## config.mk

```make
export PLATFORM = sky130hd
export DESIGN_NAME = ksa_scheduler
export DESIGN_NICKNAME = d
export VERILOG_FILES = /design/src/rtl/ksa_scheduler.sv
export SDC_FILE = /design/constraint.sdc
export NUM_CORES = 1
export LEC_CHECK = 0
export CORE_ASPECT_RATIO = 0.75
export CORE_MARGIN = 5
export CORE_UTILIZATION = 53
export DETAILED_ROUTE_END_ITERATION = 10
export PLACE_DENSITY_LB_ADDON = 0.08
export SETUP_SLACK_MARGIN = 0.5
export SLEW_MARGIN = 20
export SYNTH_ARGS = -nofsm -noshare
export SYNTH_HDL_FRONTEND = slang
export SYNTH_SLANG_ARGS = --single-unit
```

## constraint.sdc

```tcl
create_clock -name clk -period 5.6 [get_ports clk]
set_input_delay 1.68 -clock clk [delete_from_list [all_inputs] [get_ports clk]]
set_output_delay 1.68 -clock clk [all_outputs]
set_load 0.02 [all_outputs]
```

## src/rtl/ksa_scheduler.sv

```systemverilog
// ksa_scheduler: RC4 key-scheduling engine that fills the scratch RAM with the key-permuted S array.
// Define KSA_INIT_PHASE_EN to compile in the identity-fill phase; otherwise the RAM must be preloaded.
module ksa_scheduler #(
  parameter int DATA_WIDTH = 8,
  parameter int ADDR_WIDTH = 8,
  parameter int KEY_BYTES  = 3
) (
  input  logic                            clk,
  input  logic                            rst,
  input  logic                            start,
  input  logic [KEY_BYTES*DATA_WIDTH-1:0] key,
  output logic [ADDR_WIDTH-1:0]           s_addr,
  output logic [DATA_WIDTH-1:0]           s_data,
  output logic                            s_wren,
  input  logic [DATA_WIDTH-1:0]           s_q,
  output logic                            finish
);

  localparam int KEY_W  = KEY_BYTES * DATA_WIDTH;
  localparam int KIDX_W = (KEY_BYTES > 1) ? $clog2(KEY_BYTES) : 1;
  localparam logic [KIDX_W-1:0]     KIDX_LAST = KIDX_W'(KEY_BYTES - 1);
  localparam logic [ADDR_WIDTH-1:0] I_LAST    = '1;

  typedef enum logic [2:0] {
    IDLE   = 3'd0,
`ifdef KSA_INIT_PHASE_EN
    INIT   = 3'd1,
`endif
    RD_I   = 3'd2,
    CALC_J = 3'd3,
    WR_I   = 3'd4,
    WR_J   = 3'd5,
    DONE   = 3'd6
  } state_t;

  state_t                  state_q, state_d;
  logic [ADDR_WIDTH-1:0]   i_q, i_d;
  logic [ADDR_WIDTH-1:0]   j_q, j_d;
  logic [DATA_WIDTH-1:0]   si_q, si_d;
  logic [KEY_W-1:0]        key_q, key_d;
  logic [KIDX_W-1:0]       kidx_q, kidx_d;
  logic                    s_wren_q, s_wren_d;
  logic                    finish_q, finish_d;

  logic [DATA_WIDTH-1:0]   key_byte [KEY_BYTES];
  logic [DATA_WIDTH-1:0]   cur_key;
  logic [ADDR_WIDTH-1:0]   j_calc;

  // Key byte 0 is the most significant byte of the key word.
  for (genvar gi = 0; gi < KEY_BYTES; gi++) begin : g_key_byte
    assign key_byte[gi] = key_q[(KEY_BYTES-gi)*DATA_WIDTH-1 -: DATA_WIDTH];
  end

  // kidx tracks i mod KEY_BYTES incrementally, avoiding a divider.
  assign cur_key = key_byte[kidx_q];
  assign j_calc  = j_q + ADDR_WIDTH'(s_q) + ADDR_WIDTH'(cur_key);

  always_comb begin
    state_d = state_q;
    i_d     = i_q;
    j_d     = j_q;
    si_d    = si_q;
    key_d   = key_q;
    kidx_d  = kidx_q;
    case (state_q)
      IDLE: begin
        if (start) begin
          key_d  = key;
          i_d    = '0;
          j_d    = '0;
          kidx_d = '0;
`ifdef KSA_INIT_PHASE_EN
          state_d = INIT;
`else
          state_d = RD_I;
`endif
        end
      end
`ifdef KSA_INIT_PHASE_EN
      INIT: begin
        i_d = i_q + 1'b1;
        if (i_q == I_LAST) begin
          state_d = RD_I;
        end
      end
`endif
      RD_I: begin
        state_d = CALC_J;
      end
      CALC_J: begin
        si_d    = s_q;
        j_d     = j_calc;
        state_d = WR_I;
      end
      WR_I: begin
        state_d = WR_J;
      end
      WR_J: begin
        if (i_q == I_LAST) begin
          state_d = DONE;
        end else begin
          i_d     = i_q + 1'b1;
          kidx_d  = (kidx_q == KIDX_LAST) ? '0 : kidx_q + 1'b1;
          state_d = RD_I;
        end
      end
      DONE: begin
        if (!start) begin
          state_d = IDLE;
        end
      end
      default: begin
        state_d = IDLE;
      end
    endcase

    // Write enable and finish are registered, decoded from the state being entered.
    s_wren_d = (state_d == WR_I) || (state_d == WR_J);
`ifdef KSA_INIT_PHASE_EN
    if (state_d == INIT) begin
      s_wren_d = 1'b1;
    end
`endif
    finish_d = (state_d == DONE);
  end

  // Address and data depend on s_q in CALC_J/WR_I, so they are decoded from the current state.
  always_comb begin
    s_addr = '0;
    s_data = '0;
    case (state_q)
`ifdef KSA_INIT_PHASE_EN
      INIT: begin
        s_addr = i_q;
        s_data = DATA_WIDTH'(i_q);
      end
`endif
      RD_I: begin
        s_addr = i_q;
      end
      CALC_J: begin
        s_addr = j_calc;
      end
      WR_I: begin
        s_addr = i_q;
        s_data = s_q;
      end
      WR_J: begin
        s_addr = j_q;
        s_data = si_q;
      end
      default: begin
        s_addr = '0;
        s_data = '0;
      end
    endcase
  end

  always_ff @(posedge clk or negedge rst) begin
    if (!rst) begin
      state_q  <= IDLE;
      i_q      <= '0;
      j_q      <= '0;
      si_q     <= '0;
      key_q    <= '0;
      kidx_q   <= '0;
      s_wren_q <= 1'b0;
      finish_q <= 1'b0;
    end else begin
      state_q  <= state_d;
      i_q      <= i_d;
      j_q      <= j_d;
      si_q     <= si_d;
      key_q    <= key_d;
      kidx_q   <= kidx_d;
      s_wren_q <= s_wren_d;
      finish_q <= finish_d;
    end
  end

  assign s_wren = s_wren_q;
  assign finish = finish_q;

endmodule

```

---- Word-level counts from Yosys, hierarchy flattened ----
Cells that the tools add are included.
operators by class
  divide/modulo/power cells ............... 0
  reductions and logical operators ........ 8
  shift-type cells ........................ 0
  $add $sub $neg .......................... 4
  multiply operators ...................... 0
  bitwise operators ....................... 1
  equality and inequality tests ........... 12
  order comparisons ....................... 1
  mux-type cells .......................... 17
operators with widths
  operator               number
  $pmux W8 S2            3
  $mux W8                4
  $pmux W8 S3            1
  $eq A3 B3 Y1 const B   6
  $pmux W3 S6            1
  $add A8 B8 Y8          2
  $bmux W8 S2            1
  $mux W3                3
  $add A8 B1 Y8 const B  1
  $eq A8 B8 Y1 const B   1
  $eq A3 B2 Y1 const B   2
  $mux W2                3
  $ne A2 B2 Y1 const B   2
  $pmux W2 S2            1
  $reduce_and A2 Y1      2
  $reduce_bool A2 Y1     2
  $ge A3 B3 Y1 const B   1
  $logic_not A3 Y1       1
  $not A2 Y3             1
  $reduce_and A3 Y1      1
  $add A2 B1 Y2 const B  1
  $eq A2 B2 Y1 const B   1
  $reduce_or A2 Y1       1
  $logic_or A1 B1 Y1     1
storage, ports and cells
  output and inout bits ................... 18
  register bits ........................... 55
  memory bits (writable) .................. 0
  latch bits .............................. 0
  ROM bits ................................ 0
  memories ................................ 0
  word-level logic and storage cells ...... 51

---- Longest topological paths before layout ----
  depth in word-level cells ............... 6
  gate-level depth with buffers ........... 13
  mapped depth without buffers ............ 12

---- Least setup slack after synthesis ----
No wires, ideal clock.
  path kind ............................... input to output
  from .................................... in s_q[1]
  to ...................................... out s_addr[7]
  data required time ...................... 3920 ps
  path buffers ............................ 0
  cell stages on the path ................. 9
  arrival time ............................ 3832 ps
  path slack .............................. 88 ps
  path through ............................ fa_1 > ha_1 > inv_1 > fa_1 > nand2b_1 > a21oi_1 > o22ai_1 > xnor2_1 > o21ai_0
between the ends
  cells in the longest elaborated chain, start to end .. 3
ends and longest elaborated chain
  element                     line  source
  from (decl)                 15    input logic [DATA_WIDTH-1:0] s_q,
  $add A8 B8 Y8 (2 in a row)  56    assign j_calc = j_q + ADDR_WIDTH'(s_q) + ADDR_WIDTH'(cur_key);
  $pmux W8 S3                 131   case (state_q)
  to (decl)                   12    output logic [ADDR_WIDTH-1:0] s_addr,
Every way passes these cells.

---- Worst setup path in the final report ----
  from .................................... in s_q[1]
  to ...................................... out s_addr[5]
The elaborated chain is that of the path after synthesis.

==> impl_metrics.ini <==
[logic_synthesis]
post_synth.cell_area_avg_um2 = 10.3
netlist.area_leader.share_pct = 44.6
yosys_warnings = 0
syn_nets = 349
syn_area_um2 = 3090
synth_top_area_cell = dfrtp_1
ys_seq_elements = 55
ys_seq_area_share_pct = 44.6
syn-instance-count = 299
synthArstFlopShare_pct = 100
synth.area.top_cells = dfrtp_1, mux2_2, nand2_1, fa_1, mux2i_1
synthFlopType = dfrtp_1
synth-edff-count = 0
yosysUniqueCellTypes = 50

[sta]
tightest_slew_ns = 0.799
maxSlewHeadroom_pct = 46.6
maxSlewViolCount = 0
hold_ws_ns = 0.484
max_freq_mhz = 186
fin_crit_ns = 5.39
grt_setup_unrepaired = yes
fin_skew_ns = 0.0125
hold_violations = 0
min_period_over_period_pct = 96.2
setup_viol = 0

[grt]
grt_pass1_wl_um = 11600
grt_usage_pct = 19.3
grt_max_degree = 56
grt_pass1_vias = 2306
antenna_found_initial = 0
gr-total-overflow = 0

[setup_path]
cp.depth = 10
crit_buf_inv = 3
critPathMaxFanout = 2
cp.required_ns = 3.92
reg2regPathDepth = 13
crit_path_end = s_addr[5]
start_kind = input pin
path_cells = buf_8 > fa_1 > ha_2 > inv_2 > fa_2 > nand2b_4 > a21oi_4 > nor3_2 > a221o_1 > buf_6
reg2reg_slack_ns = 2.68
crit_path_start = s_q[1]
crit_type = input pin to output port
critical-path-top-delay-family = adder cells
slowest_stage = fa_1
slowest_delay_ns = 0.50
endpoint_kind = output port
r2r_end = j_q[5]
worstReg2RegStart = kidx_q[0]
arrival_ns = 3.71

[die]
die_h_um = 76.1
num_rows = 24
core_area_um2 = 5740
die-area_um2 = 7470
ios = 53
start_util_pct = 53.8
die_width_um = 98.1

[power_and_ir_drop]
irDropWorstVdd_uv = 642
p_clk_share_pct = 9.4
powerDensity_nw_per_um2 = 688
switchingPower_uw = 1130
p_int_uw = 1620
p_seq_share_pct = 24.4
combPwrFrac_pct = 66.2
swShare_pct = 41.0
p_leak_uw = 0.00177

[route]
wl_met2_um = 3210
viasPerCell = 5.29
topRoutingLayerUsed = met4
first_pass_iters = 5
ant_nets = 0
wl_met3_um = 254
drt_iter0_drc = 67
wirelength_um = 6970
vias = 2350
drc = 0
wl_met1_um = 3450
avgRoutedWirePerCell_um = 15.7

[flow_run]
max_cap_violations = 0

[hold_path]
min_path_type = flop to flop

[clocking]
insertion_delay_ns = 0.31
clkSinkCount = 55
clockBufferDepth = 2
cts_tree = built
htree_num_levels = 2
cts-root-buf = clkbuf_8
cts-buffers-inserted = 5
cts_hold_buf = 0
clkSlewWorstSetupHoldPaths_ns = 0.10

[final_layout]
multi_input_area_um2 = 1700
seqCellArea_um2 = 1380
fin_nets = 416
fillers = 458
drive_gt1_share_pct = 25.4
syn_to_final_growth_pct = 29.4
antenna_cells = 0
utilization_pct = 69.7

[placed_design]
gp_congestion = 0.780
dp_hpwl_um = 5080
port_buffers = 52

[run_status]
status = finished clean
[what timing repair did]
| action | 4_1_cts | 5_1_grt |
|---|---|---|
| pin swaps | 19 | 7 |
| endpoints found under the setup margin | 8 | 6 |
| buffers inserted | 3 | 1 |
| endpoints found under the hold margin | 0 | 0 |
| gates resized for setup | 71 | 14 |
[how the worst min path moves through the flow]
stage / startpoint / endpoint / slack, ns / cells past startpoint
after CTS: si_q[1] / si_q[1] / 0.49 / 2
after detailed placement: si_q[4] / si_q[4] / 0.46 / 2
after floorplan: si_q[0] / si_q[0] / 0.45 / 2
final: si_q[2] / si_q[2] / 0.48 / 2
after global routing: si_q[6] / si_q[6] / 0.51 / 2
after global placement: si_q[4] / si_q[4] / 0.46 / 2
[cell type report]
type	instances	share of cell area (%)
multi-input combinational	221	42.5
inverter	8	0.752
timing repair buffer	75	17.2
clock inverter	2	0.940
clock buffer	5	1.72
tap	78	2.44
sequential	55	34.5
[logic make-up (layout without fill, tap and decap cells)]
family          after synthesis  in the layout  synth area share [%]
compound gates               59             59                  12.1
simple gates                 99             99                  15.4
buf+inv                      23             90                  3.65
mux                          40             40                  13.9
xor+xnor                      8              8                  2.27
fa+ha+maj                    15             15                  8.03
flops                        55             55                  44.6
[cell usage in the layout, fill, tap and decap left out, types with 4 or more instances in the layout]
master and instances:
nor2b_1 6, clkbuf_8 5, ha_1 6, buf_4 24, dfrtp_1 55, mux2i_1 16, nand2_1 50, nor2_1 18
a21oi_2 4, mux2_2 21, o22ai_1 4, o21ai_0 13, inv_1 5, a22o_1 4, a21oi_1 9, o21ai_1 4
buf_6 5, fa_1 5, clkdlybuf4s50_1 37
[metal layers]
layer,track usage (%),vias up
li1,-,1163
met1,28.7,1139
met2,29.0,41
met3,3.84,7
met4,4.84,0
met5,0,-
[worst min-delay path, cell delays in order (launching register included)]
cell and delay, ns:
dfrtp_1 0.36, nand2_1 0.05, nand2_1 0.05
[cells in the mapped netlist, drive strengths merged, types with 2 or more instances]
master and instances:
xor2 3, dfrtp 55, nand3 2, a21o 2
o2111ai 2, nor2 20, nand2b 4, a22o 4
xnor2 5, a22oi 3, and3 2, a31oi 2
mux2i 16, fa 8, nor2b 6, inv 8
o22ai 5, mux2 24, nor3 3, o21a 2
buf 12, clkbuf 3, nand2 50, a21oi 14
or2 2, nand3b 3, ha 7, o21ai 18
[flip-flops by register name (all words and copies together), names as in the netlist]
register / cells
i_q: 8
finish: 1
si_q: 8
kidx_q: 2
state_q: 3
j_q: 8
s_wren: 1
key_byte: 24
[through the flow]
step	setup TNS [ns]	total power (µW)	setup slack, ns	std cells	cell area, µm²
5_1_grt	0	2980	0.134	444	4000
3_5_place_dp	-3.42	2210	-0.689	433	3780
6_report	0	2750	0.213	444	4000
4_1_cts	0	2590	0.175	443	3930
3_3_place_gp	-3.28	2180	-0.684	433	3780
2_1_floorplan	0	1710	0.418	299	3100
[power groups by stage]
stage | registers, µW | clock network, µW | logic (µW)
floorplan | 645 | 0 | 1060
global placement | 675 | 0 | 1500
detailed placement | 682 | 0 | 1530
CTS | 673 | 268 | 1640
global route | 697 | 286 | 2000
finish | 672 | 258 | 1820
Note: power is estimated with default switching activity, not from simulation.
